`config.mk`:
```
export PLATFORM = sky130hd
export DESIGN_NAME = cafeteira_param
export DESIGN_NICKNAME = d
export VERILOG_FILES = /design/src/rtl/cafeteira_param.sv
export SDC_FILE = /design/constraint.sdc
export NUM_CORES = 1
export LEC_CHECK = 0
export CORE_AREA = 10 10 47 49
export CTS_BUF_LIST = sky130_fd_sc_hd__clkbuf_16
export CTS_CLUSTER_SIZE = 24
export DETAILED_ROUTE_END_ITERATION = 12
export DIE_AREA = 0 0 57 59
export GPL_ROUTABILITY_DRIVEN = 0
export PLACE_DENSITY = 0.74
export REMOVE_ABC_BUFFERS = 1
export SETUP_SLACK_MARGIN = 0.02
export SLEW_MARGIN = 20
export SYNTH_ARGS = -nofsm -noshare
export SYNTH_HDL_FRONTEND = slang
export SYNTH_SLANG_ARGS = --single-unit
```
`constraint.sdc`:
```
create_clock -name clock -period 3.44 [get_ports clock]
set_input_delay 0.688 -clock clock [delete_from_list [all_inputs] [get_ports clock]]
set_output_delay 0.688 -clock clock [all_outputs]
set_load 0.01 [all_outputs]
```
`src/rtl/cafeteira_param.sv`:
```
// Coffee machine FSM: idle -> coffee -> (optional milk) -> ready, with cancel and type rejection.
// Optional cup counter output 'xicaras' is enabled by defining CAFETEIRA_STATS_EN.
module cafeteira_param #(
   parameter int T_CURTO = 2,
   parameter int T_LONGO = 4,
   parameter int T_LEITE = 2,
   parameter int CW      = 4,
   parameter int NW      = 8
) (
   input  logic          clock,
   input  logic          reset,
   input  logic [1:0]    tipo,
   input  logic          start,
   input  logic          cancel,
   input  logic          ack,
   output logic          c,
   output logic          l,
   output logic          f,
   output logic          busy,
   output logic          erro
`ifdef CAFETEIRA_STATS_EN
   ,
   output logic [NW-1:0] xicaras
`endif
);

   localparam logic [1:0] S_OCIOSO = 2'd0;
   localparam logic [1:0] S_CAFE   = 2'd1;
   localparam logic [1:0] S_LEITE  = 2'd2;
   localparam logic [1:0] S_PRONTO = 2'd3;

   localparam logic [1:0] TIPO_CURTO   = 2'b00;
   localparam logic [1:0] TIPO_LONGO   = 2'b01;
   localparam logic [1:0] TIPO_LEITE   = 2'b10;
   localparam logic [1:0] TIPO_INVALID = 2'b11;

   // Terminal counter values: a phase of N cycles ends when the counter reads N-1.
   localparam logic [CW-1:0] LAST_CURTO = CW'(T_CURTO - 1);
   localparam logic [CW-1:0] LAST_LONGO = CW'(T_LONGO - 1);
   localparam logic [CW-1:0] LAST_LEITE = CW'(T_LEITE - 1);

   logic [1:0]    r_state;
   logic [CW-1:0] r_cnt;
   logic [1:0]    r_tipo;
   logic          r_erro;

   logic [1:0]    w_next_state;
   logic [CW-1:0] w_next_cnt;
   logic [1:0]    w_next_tipo;
   logic          w_reject;
   logic [CW-1:0] w_cafe_last;

   assign w_cafe_last = (r_tipo == TIPO_LONGO) ? LAST_LONGO : LAST_CURTO;

   // Cancel is checked before the phase-end test so it wins on a phase's final cycle.
   always_comb begin
      w_next_state = r_state;
      w_next_cnt   = r_cnt;
      w_next_tipo  = r_tipo;
      w_reject     = 1'b0;
      case (r_state)
         S_OCIOSO: begin
            if (start) begin
               if (tipo == TIPO_INVALID) begin
                  w_reject = 1'b1;
               end else begin
                  w_next_state = S_CAFE;
                  w_next_tipo  = tipo;
                  w_next_cnt   = '0;
               end
            end
         end
         S_CAFE: begin
            if (cancel) begin
               w_next_state = S_OCIOSO;
               w_next_cnt   = '0;
            end else if (r_cnt == w_cafe_last) begin
               w_next_state = (r_tipo == TIPO_LEITE) ? S_LEITE : S_PRONTO;
               w_next_cnt   = '0;
            end else begin
               w_next_cnt = r_cnt + 1'b1;
            end
         end
         S_LEITE: begin
            if (cancel) begin
               w_next_state = S_OCIOSO;
               w_next_cnt   = '0;
            end else if (r_cnt == LAST_LEITE) begin
               w_next_state = S_PRONTO;
               w_next_cnt   = '0;
            end else begin
               w_next_cnt = r_cnt + 1'b1;
            end
         end
         S_PRONTO: begin
            if (ack) begin
               w_next_state = S_OCIOSO;
               w_next_cnt   = '0;
            end
         end
         default: begin
            w_next_state = S_OCIOSO;
            w_next_cnt   = '0;
         end
      endcase
   end

   always_ff @(posedge clock or negedge reset) begin
      if (!reset) begin
         r_state <= S_OCIOSO;
         r_cnt   <= '0;
         r_tipo  <= TIPO_CURTO;
         r_erro  <= 1'b0;
      end else begin
         r_state <= w_next_state;
         r_cnt   <= w_next_cnt;
         r_tipo  <= w_next_tipo;
         r_erro  <= w_reject;
      end
   end

   assign c    = (r_state == S_CAFE);
   assign l    = (r_state == S_LEITE);
   assign f    = (r_state == S_PRONTO);
   assign busy = (r_state != S_OCIOSO);
   assign erro = r_erro;

`ifdef CAFETEIRA_STATS_EN
   logic [NW-1:0] r_xicaras;
   logic          w_done;

   assign w_done = (r_state == S_PRONTO) && ack;

   // Completed-drink counter saturates instead of wrapping.
   always_ff @(posedge clock or negedge reset) begin
      if (!reset) begin
         r_xicaras <= '0;
      end else if (w_done && (r_xicaras != {NW{1'b1}})) begin
         r_xicaras <= r_xicaras + 1'b1;
      end
   end

   assign xicaras = r_xicaras;
`endif

endmodule

```
==> results.tsv, run 1 <==
stage	metric	value	unit
run_status	status	finished clean	
logic_synthesis	seq_area_frac_synth	36.4	%
routing	drc_errors	0	
logic_synthesis	synth_top_flop_cell	dfrtp_1	
timing	rsz0062_at_grt	no	
timing	fin_crit	2.25	ns
timing	timing.hold.ws	0.517	ns
place	placedCellCount	95	
routing	dr_wl_met3	58	um
global_route	grt_pass1_vias	524	
timing	tightest_slew	0.404	ns
layout	seqCellArea	225	sq um
routing	postRouteAntennaNets	0	
logic_synthesis	synth_edf_count	0	
floorplan	start_util	44.1	%
place	place_ws	1.25	ns
routing	via_count	507	
timing	fin_setup_tns	0	ns
timing	finalSetupViolations	0	
logic_synthesis	synthCells	69	
timing	period_share	65.4	%
power_and_ir_drop	p_leak	0.000396	uW
routing	met1_length	588	um
clock_tree	insertion_delay	0.23	ns
logic_synthesis	synth_warnings	0	
setup_path	setup.worst_path.end_class	output port	
clock_tree	cts.root.buffer_cell	clkbuf_16	
layout	drive_above_1_share	7.23	%
clock_tree	cts_resized	0	
clock_tree	cts_hold_buf	0	
layout	final_util	58.7	%
clock_tree	clock-sinks	9	
global_route	grt_overflow	0	
routing	wl_met2	592	um
setup_path	critPathKind	reg -> out	
place	port_buffers	11	
timing	max_freq	444	MHz
floorplan	dieArea	3360	sq um
timing	slew-limit-headroom	73.0	%
clock_tree	postCtsSetupBuffers	0	
layout	antenna_cells	0	
timing	final_max_slew_viol_count	0	
clock_tree	clockBufferDepth	2	
layout	area_growth	33.0	%
clock_tree	ctsHtreeMaxLevel	1	
routing	wire_per_inst	12.6	um
logic_synthesis	ys_ff_latch	9	
layout	final.fill_count	137	
job	maxCapViolCount	0	
routing	wirelength	1.25	mm
global_route	grt_pass1_wl	2.19	mm
timing	setup_ws	1.19	ns
floorplan	die_w	57	um
power_and_ir_drop	powerDensity	790	nW/um^2
hold_path	hp-class	reg -> reg	
place	hpwl	1.01	mm
clock_tree	numCtsBuffers	3	
logic_synthesis	syn_area_per_cell	8.96	sq um
logic_synthesis	syn_area	618	sq um
setup_path	cp.required	2.75	ns
routing	highest_layer	met4	
global_route	track_usage	8.27	%
timing	timing_hold_violations_final	0	
setup_path	crit_fanout	5	
layout	fin_cells	99	
logic_synthesis	ys_types	25	
floorplan	ios	12	
floorplan	num_rows	14	
setup_path	cp.arrival	1.56	ns
power_and_ir_drop	ir_worst_vdd	460	uV
clock_tree	clkTransAtPathRegs	0.04	ns
floorplan	core	1400	sq um
routing	viasPerCell	5.12	
layout	nNetsFinal	98	
routing	drt_iter0_markers	7	
clock_tree	cts_tree	built	
layout	multi_input_area	362	sq um
global_route	antenna_found_initial	0	
floorplan	chipHeight	59	um
setup_path	startpoint_type	flip-flop	
timing	fin_skew	0.00303	ns
routing	drt_first_pass_iters	4	
logic_synthesis	async_flop_share	100	%
global_route	grt_max_degree	10	
==> cells in the mapped netlist (2+ instances only) <==
library cell / number / area (sq um)
nor2_1: 12 / 45.0
nand2b_1: 3 / 18.8
nand3b_1: 2 / 15.0
a21oi_1: 2 / 10.0
nor4_1: 2 / 12.5
dfrtp_1: 9 / 225
o21ai_0: 3 / 15.0
nand2_1: 6 / 22.5
inv_1: 7 / 26.3
ha_1: 7 / 87.6
mux2i_1: 2 / 20.0
==> path summary, 6_finish.rpt <==
kind	from	end	slack [ns]	cells after the start
max in group asynchronous	reset	r_cnt[2]	2.40	1
max reg2reg	r_state[0]	r_cnt[3]	1.69	7
min reg2reg	r_tipo[0]	r_tipo[0]	0.52	2
min in group asynchronous	reset	r_state[1]	0.75	1
max	r_state[1]	c	1.19	3
min	r_tipo[0]	r_tipo[0]	0.52	2
==> cells in the final DEF (no fill, tap or decap), drive strengths merged, types with 2 or more instances in the layout <==
cell type,netlist,final
nor2,12,12
clkdlybuf4s50,0,11
dfrtp,9,9
inv,7,8
ha,7,7
nand2,6,6
nand2b,3,3
o21ai,3,3
clkbuf,1,3
nand3b,2,2
nor4,2,2
a21oi,2,2
mux2i,2,2
nor3b,2,2
==> through the flow <==
stage	total power, uW	instance area [sq um]
finish	649	822
global route	704	822
CTS	658	822
detailed placement	448	743
global placement	440	743
floorplan	353	613
==> logic make-up (layout without fill, tap and decap cells) <==
logic type / after synthesis / in the layout / synth area share, %
AND/OR/NAND/NOR: 30 / 30 / 25.1
flip-flops: 9 / 9 / 36.4
XOR/XNOR: 1 / 1 / 1.42
adder cells (fa/ha/maj): 7 / 7 / 14.2
AO/OA/AOI/OAI: 12 / 12 / 14.6
buffers and inverters: 8 / 22 / 5.06
multiplexers: 2 / 2 / 3.24
==> power breakdown <==
part	switching (uW)	internal (uW)	total (uW)
Combinational	151	136	288
Sequential	23.8	134	158
Clock	51.3	152	203
==> state kept, by name, indices dropped and copies added, names as in the netlist <==
register,count
erro,1
r_cnt,4
r_state,2
r_tipo,2
==> per-layer routing <==
layer,vias to the layer above,GRT usage [%]
met5,-,0
met4,0,6.04
met3,2,2.79
met2,10,12.6
met1,234,9.45
li1,261,-
==> cell type report <==
| type | instances | area share [%] |
|---|---|---|
| Multi-Input combinational cell | 52 | 44.0 |
| Sequential cell | 9 | 27.4 |
| Clock buffer | 3 | 9.13 |
| Inverter | 7 | 3.20 |
| Tap cell | 16 | 2.44 |
| Timing Repair Buffer | 11 | 13.4 |
| Clock inverter | 1 | 0.457 |
==> worst max-delay path, cell delays in order, from the launching register on <==
cell	delay (ns)
dfrtp_1	0.40
inv_1	0.12
ha_1	0.24
clkdlybuf4s50_1	0.57
Note: power is estimated with default switching activity, not from simulation.
==> run 2, diff against run 1 <==
clock period = 2.17 ns   (was 3.44 ns; I/O delays follow)
==> run 2 against run 1 <==
  * Global-route usage rose by 0.27 points
  * Die area did not move
  * Total power rose by 58%
  * Via count fell by 1.4%
  * Clock skew fell by 0.00067 ns
  * Utilization did not move
  * First-iteration DRC count fell by 14%
  * Design area did not move
  * Non-clock buffer count did not move
  * Final cell count did not move
  * Register-to-register slack got worse by 1.3 ns
  * Wire length fell by 1.9%
==> results.tsv, run 2 (synthesized netlist as in run 1, its figures left out) <==
stage	metric	value	unit	change
setup_path	critPathKind	reg -> out		
setup_path	crit_family	buffers and inverters		
layout	final_common_cell	nor2_1		
power_and_ir_drop	p_leak	0.000396	uW	unchanged
clock_tree	clockBufferDepth	2		unchanged
clock_tree	numCtsBuffers	3		unchanged
timing	fin_skew	0.00236	ns	-0.000666 ns
timing	slew-limit-headroom	73.7	%	+0.74 points
hold_path	hp-class	in -> async		
timing	fin_crit	2.00	ns	
global_route	track_usage	8.54	%	+0.27 points
routing	via_count	500		-1.4%
routing	viasPerCell	5.05		-1.4%
layout	biggestRegsByFlops	r_cnt x4, r_state x2, r_tipo x2		
timing	rsz0062_at_grt	no		
global_route	grt_pass1_wl	2.28	mm	+3.8%
layout	nNetsFinal	98		unchanged
global_route	antenna_found_initial	0		unchanged
routing	drt_first_pass_iters	4		unchanged
layout	multi_input_area	362	sq um	unchanged
routing	drt_iter0_markers	6		-1
floorplan	chipHeight	59	um	unchanged
global_route	grt_max_degree	10		unchanged
setup_path	reg2reg_slack	0.42	ns	-1.27 ns
clock_tree	postCtsSetupBuffers	0		unchanged
timing	final_max_slew_viol_count	0		unchanged
power_and_ir_drop	ir_worst_vdd	730	uV	+59%
layout	area_growth	33.0	%	unchanged
timing	timing_hold_violations_final	0		unchanged
setup_path	worst_r2r_path_depth	7		unchanged
timing	finalSetupViolations	0		unchanged
layout	antenna_cells	0		unchanged
routing	wirelength	1.23	mm	-1.9%
layout	largest-register	r_cnt		
place	hpwl	1.00	mm	-0.73%
place	placedCellCount	95		unchanged
run_status	status	finished clean		
layout	largest_reg_flops	4		unchanged
clock_tree	cts_resized	0		unchanged
floorplan	dieArea	3360	sq um	unchanged
timing	timing.hold.ws	0.493	ns	-0.0239 ns
timing	fin_setup_tns	0	ns	unchanged
routing	postRouteAntennaNets	0		unchanged
layout	final_cell_mix	12 x nor2_1, 11 x clkdlybuf4s50_1, 9 x dfrtp_1		
job	maxCapViolCount	0		unchanged
floorplan	core	1400	sq um	unchanged
clock_tree	cts_tree	built		
floorplan	num_rows	14		unchanged
timing	period_share	92.0	%	
clock_tree	ctsHtreeMaxLevel	1		unchanged
clock_tree	cts.root.buffer_cell	clkbuf_16		
setup_path	r2r-end	r_cnt[3]		
layout	seqCellArea	225	sq um	unchanged
layout	drive_above_1_share	7.23	%	unchanged
setup_path	setup.worst_path.end_class	output port		
global_route	grt_pass1_vias	546		+4.2%
setup_path	cpMaxStageDelayCell	clkdlybuf4s50_1		
clock_tree	insertion_delay	0.23	ns	about the same
setup_path	cp_cell_sequence	inv_1 > ha_1 > clkdlybuf4s50_1		
layout	final.fill_count	136		-0.73%
routing	wire_per_inst	12.4	um	-1.9%
setup_path	cp.arrival	1.56	ns	about the same
layout	fin_cells	99		unchanged
timing	max_freq	501	MHz	
routing	drc_errors	0		unchanged
power_and_ir_drop	powerDensity	1250	nW/um^2	+58%
clock_tree	cts_hold_buf	0		unchanged
floorplan	die_w	57	um	unchanged
global_route	grt_overflow	0		unchanged
setup_path	cp.required	1.74	ns	-1.01 ns
setup_path	r2r-start	r_state[0]		
place	port_buffers	11		unchanged
timing	tightest_slew	0.393	ns	-0.0111 ns
clock_tree	clkTransAtPathRegs	0.04	ns	about the same
setup_path	crit_buf_inv	2		unchanged
setup_path	max_stage_delay	0.57	ns	about the same
setup_path	crit_fanout	5		unchanged
clock_tree	clock-sinks	9		unchanged
floorplan	start_util	44.1	%	unchanged
floorplan	ios	12		unchanged
setup_path	startpoint_type	flip-flop		
run 2: worst max-delay path by stage:
stage	start	to	slack (ns)	depth (start not counted)
5_1_grt	r_state[1]	c	0.06	3
3_3_place_gp	tipo[0]	r_state[1]	0.25	6
6_report	r_state[1]	c	0.17	3
2_1_floorplan	r_state[0]	r_cnt[3]	0.54	7
4_1_cts	r_state[1]	c	0.17	3
3_5_place_dp	cancel	r_cnt[3]	0.21	6
run 2: layer usage:
metal  track usage [%]  part of all wire [%]
met1              9.61                    48
met4              6.04                  0.82
met2              13.5                    47
met5                 0                     0
met3              2.58                   3.9
run 2: metrics by stage:
step	total power (uW)	worst slack (ns)	instance area [sq um]	utilization (%)
3_3_place_gp	698	0.254	743	53.0
6_report	1030	0.174	822	58.7
3_5_place_dp	711	0.214	743	53.0
2_1_floorplan	559	0.539	613	-
5_1_grt	1120	0.0595	822	58.7
4_1_cts	1040	0.167	822	58.7
run 2: where the power goes:
| group | internal (uW) | leakage [uW] | total [uW] | switching [uW] |
|---|---|---|---|---|
| Sequential | 213 | 0.000118 | 249 | 35.6 |
| Combinational | 216 | 0.000236 | 457 | 241 |
| Clock | 241 | 0.0000423 | 319 | 78.8 |
| Total | 670 | 0.000396 | 1030 | 356 |
run 2: final cells by class:
type / count / share of cell area (%)
Inverter: 7 / 3.20
Tap cell: 16 / 2.44
Timing Repair Buffer: 11 / 13.4
Clock buffer: 3 / 9.13
Sequential cell: 9 / 27.4
Clock inverter: 1 / 0.457
Multi-Input combinational cell: 52 / 44.0
run 2: worst reg2reg max path: cells and delay by family (launching register included):
family / cells / cell delay [ns]
AO/OA/AOI/OAI: 3 / 0.62
adder cells (fa/ha/maj): 1 / 0.35
AND/OR/NAND/NOR: 2 / 0.19
flip-flops: 1 / 0.37
buffers and inverters: 1 / 0.10
==> run 3, diff against run 2 <==
CAP_MARGIN = 20   (was not set)
==> results of run 3 <==
No change in the layout: final DEF, timing and power equal those of run 2.
